==> config.mk <==
export PLATFORM = sky130hd
export DESIGN_NAME = sort_host_if
export DESIGN_NICKNAME = d
export VERILOG_FILES = /design/src/rtl/sort_pkg.sv /design/src/rtl/sort_host_ptr.sv /design/src/rtl/sort_host_if.sv
export SDC_FILE = /design/constraint.sdc
export NUM_CORES = 1
export LEC_CHECK = 0
export CAP_MARGIN = 20
export CORE_ASPECT_RATIO = 0.5
export CORE_MARGIN = 2
export CORE_UTILIZATION = 35
export DETAILED_ROUTE_END_ITERATION = 10
export PLACE_DENSITY_LB_ADDON = 0.3
export SETUP_SLACK_MARGIN = 0.2
export SYNTH_ARGS = -nofsm -noshare
export SYNTH_HDL_FRONTEND = slang
export SYNTH_SLANG_ARGS = --single-unit
==> constraint.sdc <==
create_clock -name clk -period 3.56 [get_ports clk]
set_clock_uncertainty 0.05 [all_clocks]
set_input_delay 1.068 -clock clk [delete_from_list [all_inputs] [get_ports clk]]
set_output_delay 1.068 -clock clk [all_outputs]
set_load 0.02 [all_outputs]
==> src/rtl/sort_pkg.sv <==
// ----------------------------------------------------------------------------
// sort_pkg
//
// Shared definitions for the bubble-sort subsystem: default element width,
// address width and depth (also used by the controller's datapath), and the
// state encoding of the host-side loader/unloader (sort_host_if).
// ----------------------------------------------------------------------------
package sort_pkg;

    // Default geometry shared by the host interface and the sort datapath.
    localparam int unsigned SORT_DATA_W = 8;
    localparam int unsigned SORT_ADDR_W = 4;
    localparam int unsigned SORT_DEPTH  = 16;

    // Host interface phases:
    //   StLoad - accept unsorted words and write them into the sort memory
    //   StSort - hand the memory to the controller and wait for it to finish
    //   StRd   - issue a read of the next sorted word
    //   StCap  - capture the read data into the output register
    //   StOut  - present the word until the consumer accepts it
    typedef enum logic [2:0] {
        StLoad,
        StSort,
        StRd,
        StCap,
        StOut
    } sort_host_state_t;

endpackage

==> src/rtl/sort_host_ptr.sv <==
// ----------------------------------------------------------------------------
// sort_host_ptr
//
// Pointer bank for sort_host_if: the load-side write pointer, the drain-side
// read pointer and the captured element count n_len. All registers reset
// synchronously to zero.
//
// Ports:
//   clk     in   clock, rising edge
//   rst     in   synchronous active-high reset
//   wr_clr  in   clear wr_ptr (takes priority over wr_inc)
//   wr_inc  in   increment wr_ptr (wraps at 2^ADDR_W)
//   rd_clr  in   clear rd_ptr (takes priority over rd_inc)
//   rd_inc  in   increment rd_ptr
//   n_cap   in   load n_len with wr_ptr + 1 (count including the word being
//                written this cycle)
//   wr_ptr  out  current write address
//   rd_ptr  out  current read address
//   n_len   out  element count, one bit wider than the address so that a
//                full memory of 2^ADDR_W words is representable
// ----------------------------------------------------------------------------
module sort_host_ptr
    import sort_pkg::*;
#(
    parameter int unsigned ADDR_W = SORT_ADDR_W
) (
    input  logic              clk,
    input  logic              rst,
    input  logic              wr_clr,
    input  logic              wr_inc,
    input  logic              rd_clr,
    input  logic              rd_inc,
    input  logic              n_cap,
    output logic [ADDR_W-1:0] wr_ptr,
    output logic [ADDR_W-1:0] rd_ptr,
    output logic [ADDR_W:0]   n_len
);

    logic [ADDR_W-1:0] wr_ptr_q, wr_ptr_d;
    logic [ADDR_W-1:0] rd_ptr_q, rd_ptr_d;
    logic [ADDR_W:0]   n_len_q,  n_len_d;

    always_comb begin
        wr_ptr_d = wr_ptr_q;
        rd_ptr_d = rd_ptr_q;
        n_len_d  = n_len_q;

        if (wr_clr) begin
            wr_ptr_d = '0;
        end else if (wr_inc) begin
            wr_ptr_d = wr_ptr_q + ADDR_W'(1);
        end

        if (rd_clr) begin
            rd_ptr_d = '0;
        end else if (rd_inc) begin
            rd_ptr_d = rd_ptr_q + ADDR_W'(1);
        end

        // Zero-extend before adding so that the DEPTH-th word (wr_ptr at its
        // maximum) yields 2^ADDR_W rather than wrapping to zero.
        if (n_cap) begin
            n_len_d = {1'b0, wr_ptr_q} + (ADDR_W + 1)'(1);
        end
    end

    always_ff @(posedge clk) begin
        if (rst) begin
            wr_ptr_q <= '0;
            rd_ptr_q <= '0;
            n_len_q  <= '0;
        end else begin
            wr_ptr_q <= wr_ptr_d;
            rd_ptr_q <= rd_ptr_d;
            n_len_q  <= n_len_d;
        end
    end

    assign wr_ptr = wr_ptr_q;
    assign rd_ptr = rd_ptr_q;
    assign n_len  = n_len_q;

endmodule

==> src/rtl/sort_host_if.sv <==
// ----------------------------------------------------------------------------
// sort_host_if
//
// Host-side loader/unloader for the bubble-sort controller. Unsorted words
// arrive on a valid/ready stream and are written into the sort memory. The
// set ends on a word flagged in_last or on the DEPTH-th word; the block then
// raises start to the controller and releases the memory port (mem_sel = 0)
// until the controller reports done. Sorted words are then read back one at a
// time (read, capture, present) and streamed out with out_last on the final
// word, after which the block returns to loading.
//
// done is the controller's preset level, which can still be high from the
// previous run when sorting begins. The sort phase only ends on a high done
// after done has been seen low at least once in this sort phase.
//
// Parameters:
//   DATA_W  element width
//   ADDR_W  memory address width
//   DEPTH   maximum element count (must not exceed 2^ADDR_W)
//
// Ports:
//   clk          in   clock, rising edge
//   rst          in   synchronous active-high reset
//   in_valid     in   input element valid
//   in_ready     out  block can accept an element (only while loading)
//   in_data      in   input element
//   in_last      in   final element of the set
//   out_valid    out  sorted element valid
//   out_ready    in   consumer accepts
//   out_data     out  sorted element
//   out_last     out  final sorted element
//   start        out  to the controller's start (high for the whole sort phase)
//   done         in   from the controller's preset
//   n_len        out  element count for the datapath N register
//   mem_sel      out  1 = this block owns the memory port, 0 = controller
//   mem_addr     out  memory address
//   mem_we       out  write strobe
//   mem_wdata    out  write data
//   mem_rd       out  read strobe
//   mem_rdata    in   read data, valid the cycle after mem_rd
//   sort_cycles  out  (only with SORT_HOST_PERF_EN) cycles spent in the last
//                     or current sort phase, saturating at 16'hFFFF
//
// Build option: define SORT_HOST_PERF_EN to add the sort_cycles counter/port.
// ----------------------------------------------------------------------------
module sort_host_if
    import sort_pkg::*;
#(
    parameter int unsigned DATA_W = SORT_DATA_W,
    parameter int unsigned ADDR_W = SORT_ADDR_W,
    parameter int unsigned DEPTH  = SORT_DEPTH
) (
    input  logic              clk,
    input  logic              rst,
    input  logic              in_valid,
    output logic              in_ready,
    input  logic [DATA_W-1:0] in_data,
    input  logic              in_last,
    output logic              out_valid,
    input  logic              out_ready,
    output logic [DATA_W-1:0] out_data,
    output logic              out_last,
    output logic              start,
    input  logic              done,
    output logic [ADDR_W:0]   n_len,
    output logic              mem_sel,
    output logic [ADDR_W-1:0] mem_addr,
    output logic              mem_we,
    output logic [DATA_W-1:0] mem_wdata,
    output logic              mem_rd,
`ifdef SORT_HOST_PERF_EN
    output logic [15:0]       sort_cycles,
`endif
    input  logic [DATA_W-1:0] mem_rdata
);

    // Index of the DEPTH-th word; accepting at this address closes the set.
    localparam logic [ADDR_W-1:0] LastIdx = ADDR_W'(DEPTH - 1);

    sort_host_state_t state_q, state_d;

    logic              armed_q,     armed_d;
    logic [DATA_W-1:0] out_data_q,  out_data_d;
    logic              out_valid_q, out_valid_d;
    logic              out_last_q,  out_last_d;

    // Pointer bank controls
    logic              wr_clr, wr_inc, rd_clr, rd_inc, n_cap;
    logic [ADDR_W-1:0] wr_ptr, rd_ptr;
    logic              rd_is_last;

    sort_host_ptr #(
        .ADDR_W (ADDR_W)
    ) u_ptr (
        .clk    (clk),
        .rst    (rst),
        .wr_clr (wr_clr),
        .wr_inc (wr_inc),
        .rd_clr (rd_clr),
        .rd_inc (rd_inc),
        .n_cap  (n_cap),
        .wr_ptr (wr_ptr),
        .rd_ptr (rd_ptr),
        .n_len  (n_len)
    );

    assign rd_is_last = ({1'b0, rd_ptr} == (n_len - (ADDR_W + 1)'(1)));

    // ------------------------------------------------------------------------
    // Next-state and output decode
    // ------------------------------------------------------------------------
    always_comb begin
        state_d     = state_q;
        armed_d     = armed_q;
        out_data_d  = out_data_q;
        out_valid_d = out_valid_q;
        out_last_d  = out_last_q;

        in_ready  = 1'b0;
        start     = 1'b0;
        mem_sel   = 1'b1;
        mem_addr  = rd_ptr;
        mem_we    = 1'b0;
        mem_wdata = in_data;
        mem_rd    = 1'b0;

        wr_clr = 1'b0;
        wr_inc = 1'b0;
        rd_clr = 1'b0;
        rd_inc = 1'b0;
        n_cap  = 1'b0;

        unique case (state_q)
            StLoad: begin
                in_ready = 1'b1;
                mem_addr = wr_ptr;
                armed_d  = 1'b0;
                if (in_valid) begin
                    mem_we = 1'b1;
                    wr_inc = 1'b1;
                    if (in_last || (wr_ptr == LastIdx)) begin
                        n_cap   = 1'b1;
                        state_d = StSort;
                    end
                end
            end

            StSort: begin
                start   = 1'b1;
                mem_sel = 1'b0;
                // A high done is only trusted once it has been seen low in
                // this sort phase; a leftover preset from the last run is not.
                if (!done) begin
                    armed_d = 1'b1;
                end
                if (done && armed_q) begin
                    rd_clr  = 1'b1;
                    state_d = StRd;
                end
            end

            StRd: begin
                mem_rd  = 1'b1;
                state_d = StCap;
            end

            StCap: begin
                out_data_d  = mem_rdata;
                out_valid_d = 1'b1;
                out_last_d  = rd_is_last;
                state_d     = StOut;
            end

            StOut: begin
                if (out_ready) begin
                    out_valid_d = 1'b0;
                    out_last_d  = 1'b0;
                    if (out_last_q) begin
                        // n_len is kept so the datapath still sees the last count.
                        wr_clr  = 1'b1;
                        state_d = StLoad;
                    end else begin
                        rd_inc  = 1'b1;
                        state_d = StRd;
                    end
                end
            end

            default: begin
                state_d = StLoad;
            end
        endcase
    end

    // ------------------------------------------------------------------------
    // State and output registers
    // ------------------------------------------------------------------------
    always_ff @(posedge clk) begin
        if (rst) begin
            state_q     <= StLoad;
            armed_q     <= 1'b0;
            out_data_q  <= '0;
            out_valid_q <= 1'b0;
            out_last_q  <= 1'b0;
        end else begin
            state_q     <= state_d;
            armed_q     <= armed_d;
            out_data_q  <= out_data_d;
            out_valid_q <= out_valid_d;
            out_last_q  <= out_last_d;
        end
    end

    assign out_data  = out_data_q;
    assign out_valid = out_valid_q;
    assign out_last  = out_last_q;

`ifdef SORT_HOST_PERF_EN
    // Sort-phase cycle counter: cleared on the edge that enters the sort
    // phase, counts every edge taken while sorting, holds afterwards.
    logic [15:0] sort_cycles_q;

    always_ff @(posedge clk) begin
        if (rst) begin
            sort_cycles_q <= '0;
        end else if (n_cap) begin
            sort_cycles_q <= '0;
        end else if ((state_q == StSort) && (sort_cycles_q != 16'hFFFF)) begin
            sort_cycles_q <= sort_cycles_q + 16'd1;
        end
    end

    assign sort_cycles = sort_cycles_q;
`endif

endmodule

==> results of run 1 <==
[cells by family after synthesis]
family	count (synthesis)
simple gates	61
xor+xnor	10
fa+ha+maj	3
flops	27
compound gates	34
mux	5
buf+inv	23
[per-layer routing]
| metal | vias up | share of wire, % | GRT usage [%] |
|---|---|---|---|
| li1 | 616 | - | - |
| met1 | 548 | 49 | 19.3 |
| met2 | 29 | 44 | 22.6 |
| met3 | 6 | 5.6 | 4.05 |
| met4 | 0 | 0.55 | 3.68 |
| met5 | - | 0 | 0 |
[tightest hold or removal path, cell delays in order, from the launching register on]
cell,delay [ns]
dfxtp_1,0.32
nand2_1,0.05
a21oi_1,0.05
[power by group through the flow]
stage | Combinational, mW | Sequential (mW) | Clock [mW]
detailed placement | 0.0978 | 0.325 | 0
global route | 0.106 | 0.320 | 0.199
CTS | 0.0981 | 0.318 | 0.179
floorplan | 0.0669 | 0.325 | 0
global placement | 0.0965 | 0.325 | 0
finish | 0.0980 | 0.318 | 0.172
[cells in the mapped netlist (all sizes together) (2+ instances only)]
cell type  number  area share (%)
nor2b           2            0.91
mux2            4             3.3
xor2            4             2.5
clkbuf          2            0.54
nor2           11             3.5
nand3b          4             2.2
nand3           3             1.1
o21ai           3             1.1
ha              3             2.7
nor3            4             1.5
a211oi          3             1.6
buf            13             7.0
dfxtp          27              39
o31a            2             1.3
nand4           2            0.91
nand2          25             6.8
a31oi           2            0.91
a21oi          18             6.5
nand2b          2            0.91
inv             8             2.2
xnor2           6             3.8
nor3b           2             1.1
[layout make-up]
cell class,count,area (µm²)
multi-input cells,113,704
inverters,8,30.0
fillers,397,2050
flip-flops and latches,27,541
repair buffers,41,404
well taps,54,67.6
clock buffers,4,45.0
[timing repair]
action,CTS,global route
endpoints found under the setup margin,1,1
resized for setup,5,2
endpoints found under the hold margin,0,0
cloned,0,0
[flip-flops by register name, indices dropped and copies added (netlist names)]
name          flops
u_ptr.wr_ptr      4
armed_q           1
state_q           3
out_last          1
out_valid         1
out_data          8
u_ptr.rd_ptr      4
u_ptr.n_len       5
[per-stage QoR]
step | total power, mW | setup TNS [ns]
finish | 0.588 | 0
global route | 0.624 | 0
CTS | 0.595 | 0
detailed placement | 0.423 | -0.245
global placement | 0.421 | -0.246
floorplan | 0.392 | 0
[worst max-delay path by stage]
stage                            startpoint          end  slack (ns)  cells after the start
finish              state_q[0]$_SDFFE_PP0P_  mem_addr[2]        0.37                      4
global route        state_q[0]$_SDFFE_PP0P_  mem_addr[3]        0.26                      4
CTS                                in_valid       mem_we        0.21                      4
detailed placement                 in_valid       mem_we       -0.25                      4
global placement                   in_valid       mem_we       -0.25                      4
floorplan                          in_valid       mem_we        0.67                      3
==> metrics.md, run 1 <==
| Metric | Value |
|---|---|
| RSZ-0062 raised after global routing | `false` |
| Hold WC Path Type | `register to register` |
| Max incr delay on CP | `0.54 ns` |
| # Max-Cap Violations | `0` |
| # diodes | `0` |
| Die Area | `4490 µm²` |
| Pin count of the biggest net entering global routing | `15` |
| Syn Area/Cell | `8.46 µm²` |
| Tightest Pin Transition | `0.417 ns` |
| Internal | `441 µW` |
| Gpl congestion | `0.761` |
| Count of final setup violators | `0` |
| Drt pass-1 iters | `4` |
| Crit-path slowest cell | `clkdlybuf4s50_1` |
| YS warnings | `0` |
| Synth Net Count | `188` |
| Post-route DRC | `0` |
| Hold Fails Final Rpt | `0` |
| Post-synth ARST share | `0%` |
| Die Span Y | `48.4 µm` |
| Status | `complete, no violations` |
| Via density | `4.85` |
| Critical Path RT | `2.44 ns` |
| Commonest non-fill, non-tap cell in the layout | `clkdlybuf4s50_1` |
| CTS tree | `done` |
| Number of port buffers | `37` |
| Post-route cell area | `1790 µm²` |
| #FFs+latches synth | `27` |
| Post-Synth Simple-Gate Area | `23.0%` |
| Leakage power total | `0.633 nW` |
| Post-synthesis mux area share | `3.99%` |
| Placed Cells | `243` |
| Pre-CTS WS | `-0.245 ns` |
| Complex-gate fraction of the synthesized area | `15.0%` |
| Synth unique cells | `40` |
| Sink Count | `27` |
| CTS Buf Count | `3` |
| Max VDD drop | `0.144 mV` |
| HPWL Detailed | `2.29 mm` |
| Setup Buffers After CTS | `0` |
| Largest family of logic cells by synthesized area | `simple AND/OR/NAND/NOR gates` |
| Post-Syn Area | `1380 µm²` |
| Critical R2R Launch | `state_q[0]$_SDFFE_PP0P_` |
| Area growth syn-to-layout | `29.9%` |
| DRT iter0 DRCs | `74` |
| Post-synthesis adder-cell area fraction | `2.72%` |
| Commonest cells after routing, fill and taps aside | `clkdlybuf4s50_1, dfxtp_1, nand2_1, a21oi_1, nor2_1` |
| Global route overflow | `0` |
| Synth Area in XOR/XNOR | `6.35%` |
| First-pass GRT wire length | `5.14 mm` |
| Worst hold path depth | `2` |
| Hold path startpoint | `out_data[5]$_SDFFE_PP0P_` |
| Clock latency on the worst-skew pair | `0.27 ns` |
| Hold endpoint | `out_data[5]$_SDFFE_PP0P_` |
| Total Routing Usage GR | `14.3%` |
| Ys flop type | `dfxtp_1` |
| Worst R2R End | `u_ptr.wr_ptr[3]$_SDFFE_PP0P_` |
| # hold bufs at CTS | `0` |
| Total Nets Final | `219` |
| Pwr Density | `328 nW/µm²` |
| Switching share of power | `25.1%` |
| Fin cells | `247` |
| Net Sw Power | `147 µW` |
| CTS root buffer | `clkbuf_8` |
| Post-route ant nets | `0` |
| Delay-heaviest family, CP | `buffers and inverters` |
| H-tree depth | `1` |
| Crit path cell chain | `nor3_1 -> buf_4 -> mux2_2 -> clkdlybuf4s50_1` |
| Setup crit start kind | `register` |
| Clk pwr share | `29.3%` |
| Worst reg-to-reg path cell count | `4` |
| FMAX | `313 MHz` |
| Post-synth EDFFs | `0` |
| Vias in the first global route | `1,103` |
| WL final | `3.09 mm` |
| Std cell rows | `16` |
| Clk buf depth | `2` |
| Wire per inst | `12.5 µm` |
| CP arrival | `2.07 ns` |
| Core area | `3840 µm²` |
| Power share of the combinational group | `16.7%` |
| CP Max Fanout | `11` |
| Final worst slack | `0.367 ns` |
| Layout cells sized above 1 | `8.81%` |
| Initial antenna violation count | `0` |
| Slew HR | `72.1%` |
| Slew Viols, Final | `0` |
| Die outline width | `92.8 µm` |
| IO Pins | `54` |
| Placed Area | `1740 µm²` |
| Fin crit share | `89.7%` |
| Reg2Reg Setup Slack | `1.76 ns` |
| Crit path capture type | `output port` |
| Crit path kind | `register to output port` |
| Initial core utilization | `35.9%` |
| Tmin final | `3.19 ns` |
| CTS clk-pin slew, worst paths | `0.09 ns` |
| Sequential cell area fraction in the yosys report | `39.2%` |
| Reg power frac | `54.1%` |
| Worst hold margin | `0.409 ns` |
| WP buf/inv | `2` |
| Post-Synthesis Cells | `163` |
| Final Core Density | `46.6%` |
| Routed vias | `1,199` |
Power figures use the tool's default switching activity.
==> run 2: changes to the inputs <==
--- a/config.mk
+++ b/config.mk
@@ -10,7 +10,7 @@
 export CORE_MARGIN = 2
 export CORE_UTILIZATION = 35
 export DETAILED_ROUTE_END_ITERATION = 10
-export PLACE_DENSITY_LB_ADDON = 0.3
+export PLACE_DENSITY = 0.67
 export SETUP_SLACK_MARGIN = 0.2
 export SYNTH_ARGS = -nofsm -noshare
 export SYNTH_HDL_FRONTEND = slang
==> metrics.md, run 2 (same netlist as run 1, synthesis figures left out) <==
| Metric | Value |
|---|---|
| CTS Buf Count | `3` |
| Initial core utilization | `35.9%` |
| Max VDD drop | `0.114 mV` |
| Final Core Density | `46.9%` |
| DRT iter0 DRCs | `73` |
| Crit path kind | `register to output port` |
| CP Max Fanout | `11` |
| Clk buf depth | `2` |
| Critical Path Source | `state_q[0]$_SDFFE_PP0P_` |
| Initial antenna violation count | `0` |
| Pin count of the biggest net entering global routing | `23` |
| Critical R2R Launch | `state_q[0]$_SDFFE_PP0P_` |
| CTS clk-pin slew, worst paths | `0.10 ns` |
| Sink Count | `27` |
| Critical Path RT | `2.44 ns` |
| FMAX | `322 MHz` |
| Vias in the first global route | `1,100` |
| Die Span Y | `48.4 µm` |
| Hold path startpoint | `out_data[3]$_SDFFE_PP0P_` |
| CTS root buffer | `clkbuf_8` |
| Wire per inst | `12.4 µm` |
| Count of final setup violators | `0` |
| Final worst slack | `0.456 ns` |
| Post-route DRC | `0` |
| WL final | `3.07 mm` |
| Setup TNS | `0 ns` |
| Worst hold path depth | `2` |
| Total Routing Usage GR | `13.9%` |
| Via density | `4.79` |
| Drt pass-1 iters | `4` |
| Fin cells | `248` |
| Hold WC Path Type | `register to register` |
| Fin crit share | `87.2%` |
| Die Area | `4490 µm²` |
| H-tree depth | `1` |
| HPWL Detailed | `2.25 mm` |
| IO Pins | `54` |
| Pre-CTS WS | `-0.242 ns` |
| First-pass GRT wire length | `5.01 mm` |
| Die outline width | `92.8 µm` |
| Worst reg-to-reg path cell count | `4` |
| Tightest Pin Transition | `0.453 ns` |
| Layout cells sized above 1 | `9.79%` |
| Leakage power total | `0.637 nW` |
| Number of port buffers | `37` |
| Tmin final | `3.10 ns` |
| Placed Cells | `243` |
| Routed vias | `1,188` |
| Total Nets Final | `220` |
| # Max-Cap Violations | `0` |
| Fillers | `392` |
| Gpl congestion | `0.823` |
| Clock latency on the worst-skew pair | `0.28 ns` |
| Global route overflow | `0` |
| Status | `complete, no violations` |
| Commonest cells after routing, fill and taps aside | `clkdlybuf4s50_1, dfxtp_1, nand2_1, a21oi_1, nor2_1` |
| Crit path capture type | `output port` |
| Hold Fails Final Rpt | `0` |
| Pwr Density | `333 nW/µm²` |
| Max reg flops | `8` |
| Commonest non-fill, non-tap cell in the layout | `clkdlybuf4s50_1` |
| Core area | `3840 µm²` |
| CP arrival | `1.99 ns` |
| CTS tree | `done` |
| RSZ-0062 raised after global routing | `false` |
| Std cell rows | `16` |
| Setup crit start kind | `register` |
| Post-route ant nets | `0` |
| Worst hold margin | `0.409 ns` |
| Slew HR | `69.7%` |
| Area growth syn-to-layout | `30.8%` |
| Slew Viols, Final | `0` |
| # diodes | `0` |
-- run 2: changes by cell type in the layout (fill, tap and decap cells not counted) --
cell	change
buf_4	+1
clkbuf_1	-1
clkinvlp_4	+1
-- run 2: layout make-up --
| cell class | instances | area (µm²) | share of cell area [%] |
|---|---|---|---|
| clock inverter | 1 | 7.51 | 0.416 |
| clock buffer | 3 | 41.3 | 2.29 |
| timing repair buffer | 42 | 412 | 22.8 |
| tap | 54 | 67.6 | 3.75 |
| multi-input combinational | 113 | 704 | 39.1 |
| inverter | 8 | 30.0 | 1.67 |
| sequential | 27 | 541 | 30.0 |
-- run 2: path summary, 6_finish.rpt --
check                                               endpoint  slack (ns)
worst max-delay path                             mem_addr[3]        0.46
worst max register to register  u_ptr.wr_ptr[3]$_SDFFE_PP0P_        1.76
worst min-delay path                out_data[3]$_SDFFE_PP0P_        0.41
worst min register to register      out_data[3]$_SDFFE_PP0P_        0.41
-- run 2: worst max-delay path: stages, from the launching register on --
cell	delay, ns
dfxtp_1	0.42
nor3_1	0.22
buf_4	0.18
mux2_2	0.35
clkdlybuf4s50_1	0.54
-- run 2: where the power goes --
part | total (mW) | switching, mW | internal (mW)
clock network | 0.184 | 0.104 | 0.0796
logic | 0.0990 | 0.0457 | 0.0533
registers | 0.318 | 0.0100 | 0.308
-- run 2: routing by layer --
metal | share of wire [%] | vias to the layer above | global-route usage (%) | wire length, µm
met5 | 0 | - | 0 | 0
met4 | 0.68 | 0 | 2.94 | 21
met3 | 4.0 | 2 | 3.43 | 124
met2 | 47 | 23 | 24.5 | 1450
met1 | 48 | 551 | 17.2 | 1480
li1 | - | 612 | - | -
-- run 2: through the flow --
step	area, µm²	power (mW)
final	1800	0.601
after global routing	1800	0.630
after CTS	1790	0.605
after detailed placement	1740	0.423
after global placement	1740	0.421
after floorplan	1380	0.392
-- run 2: what timing repair did --
action,4_1_cts,5_1_grt
hold buffers,0,0
setup buffers,0,1
setup endpoints to repair,1,1
gates resized for setup,5,2
pin swaps,0,0
==> run 3: changes to the inputs <==
--- a/config.mk
+++ b/config.mk
@@ -7,7 +7,6 @@
 export LEC_CHECK = 0
 export CAP_MARGIN = 20
 export CORE_ASPECT_RATIO = 0.5
-export CORE_MARGIN = 2
 export CORE_UTILIZATION = 35
 export DETAILED_ROUTE_END_ITERATION = 10
 export PLACE_DENSITY = 0.67
==> metrics.md, run 3 (same netlist as run 1, synthesis figures left out) <==
| Metric | Value |
|---|---|
| Status | `complete, no violations` |
| Setup Buffers After CTS | `0` |
| Crit path kind | `input port to output port` |
| Routed vias | `1,209` |
| Worst hold margin | `0.406 ns` |
| Pwr Density | `333 nW/µm²` |
| HPWL Detailed | `2.33 mm` |
| Vias in the first global route | `1,093` |
| Die Span Y | `46.4 µm` |
| Fin cells | `244` |
| First-pass GRT wire length | `5.20 mm` |
| CTS clk-pin slew, worst paths | `0.09 ns` |
| Commonest cells after routing, fill and taps aside | `clkdlybuf4s50_1, dfxtp_1, nand2_1, a21oi_1, nor2_1` |
| Hold WC Path Type | `register to register` |
| Internal | `441 µW` |
| Total Routing Usage GR | `16.2%` |
| Worst setup path end | `mem_we` |
| Power Total | `594 µW` |
| Critical R2R Launch | `state_q[0]$_SDFFE_PP0P_` |
| Hold Fails Final Rpt | `0` |
| Slew HR | `68.8%` |
| Initial core utilization | `38.3%` |
| Post-route cell area | `1790 µm²` |
| Critical Path RT | `2.44 ns` |
| Crit path cell chain | `clkdlybuf4s50_1 -> or4b_4 -> inv_2 -> buf_6` |
| Post-route ant nets | `0` |
| Tmin final | `3.33 ns` |
| Switching share of power | `25.7%` |
| Count of final setup violators | `0` |
| Die outline width | `90.8 µm` |
| Number of port buffers | `37` |
| Power share of the combinational group | `16.6%` |
| Max VDD drop | `0.156 mV` |
| Final Core Density | `49.5%` |
| Max incr delay on CP | `0.48 ns` |
| Clk pwr share | `29.9%` |
| Worst reg-to-reg path cell count | `4` |
| CTS root buffer | `clkbuf_8` |
| Placed Cells | `240` |
| Global route overflow | `0` |
| Reg2Reg Setup Slack | `1.78 ns` |
| Sink Count | `27` |
| Total Nets Final | `219` |
| Clock latency on the worst-skew pair | `0.28 ns` |
| Setup crit start kind | `input port` |
| Post-route DRC | `0` |
| Area growth syn-to-layout | `29.5%` |
| Drt pass-1 iters | `4` |
| # Max-Cap Violations | `0` |
| Layout cells sized above 1 | `8.81%` |
| Worst R2R End | `u_ptr.wr_ptr[3]$_SDFFE_PP0P_` |
| DRT iter0 DRCs | `97` |
| Critical Path Source | `in_valid` |
| IO Pins | `54` |
| # diodes | `0` |
| CP arrival | `2.21 ns` |
| Core area | `3600 µm²` |
| Initial antenna violation count | `0` |
| WL final | `3.13 mm` |
| Commonest non-fill, non-tap cell in the layout | `clkdlybuf4s50_1` |
| Clk buf depth | `2` |
| Tightest Pin Transition | `0.466 ns` |
| Crit path capture type | `output port` |
| Slew Viols, Final | `0` |
| Fillers | `353` |
| Fin crit share | `93.5%` |
| Wire per inst | `12.8 µm` |
| CP Max Fanout | `2` |
| CTS tree | `done` |
| FMAX | `301 MHz` |
| Via density | `4.95` |
| Std cell rows | `15` |
| RSZ-0062 raised after global routing | `false` |
| Leakage power total | `0.624 nW` |
| Pin count of the biggest net entering global routing | `15` |
| Placed Area | `1740 µm²` |
| Max reg flops | `8` |
| Gpl congestion | `0.770` |
| Crit-path slowest cell | `or4b_4` |
| H-tree depth | `1` |
| Reg power frac | `53.6%` |
| Die Area | `4210 µm²` |
| Net Sw Power | `153 µW` |
| CTS Buf Count | `3` |
==> run 3: cell types whose count changed in the layout (fill, tap and decap cells not counted), sizes merged <==
cell           before  now
clkinvlp            1    0
clkbuf              3    4
buf                 6    5
dlymetal6s2s        1    0
clkdlybuf4s50      35   36
==> run 3: area by class of cell <==
| class | count | area (µm²) | share of cell area, % |
|---|---|---|---|
| inverter | 8 | 30.0 | 1.68 |
| tap | 51 | 63.8 | 3.57 |
| timing repair buffer | 41 | 402 | 22.5 |
| multi-input combinational | 113 | 704 | 39.5 |
| sequential | 27 | 541 | 30.3 |
| clock buffer | 4 | 45.0 | 2.52 |
==> run 3: power by group through the flow <==
stage / logic [mW] / clock network, mW / registers (mW)
5_1_grt: 0.108 / 0.196 / 0.320
3_5_place_dp: 0.0980 / 0 / 0.325
4_1_cts: 0.0984 / 0.183 / 0.318
3_3_place_gp: 0.0969 / 0 / 0.325
6_report: 0.0984 / 0.177 / 0.318
2_1_floorplan: 0.0669 / 0 / 0.325
==> run 3: critical path, delay by kind of cell <==
kind / cells / cell delay, ns
buffers and inverters: 3 / 0.66
and+or+nand+nor: 1 / 0.48
==> run 3: through the flow <==
stage	TNS [ns]	setup WS, ns
after floorplan	0	0.667
after global placement	-0.231	-0.231
after detailed placement	-0.255	-0.255
after CTS	0	0.212
after global routing	0	0.205
final	0	0.232
==> run 3: how the worst min path moves through the flow <==
stage / cells past startpoint / startpoint / slack (ns) / endpoint
CTS: 2 / out_data[5]$_SDFFE_PP0P_ / 0.41 / out_data[5]$_SDFFE_PP0P_
finish: 2 / out_data[5]$_SDFFE_PP0P_ / 0.41 / out_data[5]$_SDFFE_PP0P_
global route: 2 / out_data[0]$_SDFFE_PP0P_ / 0.43 / out_data[0]$_SDFFE_PP0P_
global placement: 2 / out_data[0]$_SDFFE_PP0P_ / 0.39 / out_data[0]$_SDFFE_PP0P_
detailed placement: 2 / out_data[5]$_SDFFE_PP0P_ / 0.40 / out_data[5]$_SDFFE_PP0P_
floorplan: 2 / u_ptr.wr_ptr[1]$_SDFFE_PP0P_ / 0.41 / u_ptr.wr_ptr[1]$_SDFFE_PP0P_
==> run 3: per-layer routing <==
metal / part of all wire [%] / up-vias / GRT usage [%] / wire length, µm
li1: - / 617 / - / -
met1: 50 / 553 / 21.1 / 1570
met2: 43 / 34 / 26.5 / 1350
met3: 5.9 / 5 / 4.46 / 184
met4: 0.96 / 0 / 5.48 / 30
met5: 0 / - / 0 / 0
==> run 3: timing repair <==
item,4_1_cts,5_1_grt
hold buffers,0,0
pin swaps,0,0
hold endpoints to repair,0,0
setup endpoints to repair,1,1
resized for setup,5,1
==> RTL change, RTL diff (settings of run 3) <==
`out_data_q` no longer has a reset.
--- a/src/rtl/sort_host_if.sv
+++ b/src/rtl/sort_host_if.sv
@@ -200,5 +200,4 @@
             state_q     <= StLoad;
             armed_q     <= 1'b0;
-            out_data_q  <= '0;
             out_valid_q <= 1'b0;
             out_last_q  <= 1'b0;
@@ -206,8 +205,11 @@
             state_q     <= state_d;
             armed_q     <= armed_d;
-            out_data_q  <= out_data_d;
             out_valid_q <= out_valid_d;
             out_last_q  <= out_last_d;
         end
+    end
+
+    always_ff @(posedge clk) begin
+        out_data_q <= out_data_d;
     end
 
Formal check against the unedited RTL: differs if rst is asserted again (counterexample within 10 cycles, from zero or initial values and one cycle with rst high); with rst held inactive, the same outputs for 10 cycles.
==> RTL change against run 3 <==
Power increased by 2.4%; sequential cell count unchanged; critical path depth down 1; maximum frequency rose by 1.9%; routed wire length is 16% lower; via count fell by 16%; register-to-register slack better by 0.27 ns; final area down 1.8%; worst setup slack improved by 0.062 ns; worst hold slack gained 0.025 ns; synthesized area shrank 2.3%.
==> RTL change: results <==
[power]
leakage_nw = 0.606
p_seq_frac = 0.549
ir_worst_vdd_v = 0.000150
internal_power_mw = 0.455
finalPower_mw = 0.608

[synth]
synth_edf_count = 8
yosysUniqueCellTypes = 37
ys_top_cells_by_area = "dfxtp_1 28%, edfxtp_1 18%, xnor2_1 6.5%, buf_4 5.0%, nor2_1 3.9%"
synth_commonest_cells = "19 x dfxtp_1, 14 x nor2_1, 11 x nand2_1, 10 x xnor2_1, 9 x buf_4"
syn_nets = 161
netlist_instances = 136
ys_seq_area_frac = 0.461

[place]
dpl.hpwl_mm = 2.02
dp_slack_ns = 0.0107
dpl_cell_area_um2 = 1710
placed_cells = 213
portBuffers = 37
place.gp.congestion = 0.762

[sta]
finalHoldViolCount = 0
fin_crit_sh = 0.917
slew-limit-headroom = 0.652
hold_ws_ns = 0.431

[final_layout]
fillers = 335
multiInputGateArea_um2 = 613
final_layout_size_suffix_gt1_frac = 0.0843
final_cells = 217
layout.nets = 192

[routing]
drt-met1-wl_mm = 1.30
vias = 1021
post_drt_wl_per_cell_um = 12.1
wl_met2_mm = 1.17
drt_iter0_drc = 36
met3_length_um = 120

[floorplan]
die-area_um2 = 4120

[grt]
grt_max_degree = 17
use_met2 = 0.232
grt_pass1_vias = 894
grt_use_total = 0.134
met1_usage = 0.164
grt_pass1_wl_mm = 4.19
met3_usage = 0.0400

[status]
status = "finished clean"

[clocking]
clk_pin_slew_ns = 0.10
cts_resized = 1

[worst_hold_path]
min-delay-start = "out_valid"
hold_end = "out_valid"
holdCritPathClass = "flop to flop"

[setup_path]
timing.rr.start = "u_ptr.wr_ptr[0]"
cp.arrival_ns = 2.15
rr_endpoint = "state_q[0]"
rrSetupSlack_ns = 2.05
RTL change: cell types whose count changed after synthesis, moves of 4 or more:
| cell | run 3 | this run |
|---|---|---|
| nand2_1 | 25 | 11 |
| a21oi_1 | 18 | 8 |
| dfxtp_1 | 27 | 19 |
| edfxtp_1 | 0 | 8 |
| nor2_1 | 10 | 14 |
| xnor2_1 | 6 | 10 |
RTL change: cell type report:
| class | count | area share |
|---|---|---|
| timing repair buffer | 39 | 0.219 |
| sequential | 27 | 0.354 |
| tap | 51 | 0.0364 |
| multi-input combinational | 90 | 0.350 |
| clock inverter | 1 | 0.00428 |
| inverter | 6 | 0.0128 |
| clock buffer | 3 | 0.0236 |
RTL change: logic make-up after synthesis:
group	after synthesis	share of synthesized area
mux	5	0.0409
flops	27	0.461
xor+xnor	14	0.0910
fa+ha+maj	3	0.0279
simple gates	49	0.201
buf+inv	19	0.0845
compound gates	19	0.0938
RTL change: worst max-delay path: stages:
cell and delay (ns):
clkdlybuf4s50_1 0.49, nor4b_4 0.21, dlygate4sd2_1 0.38
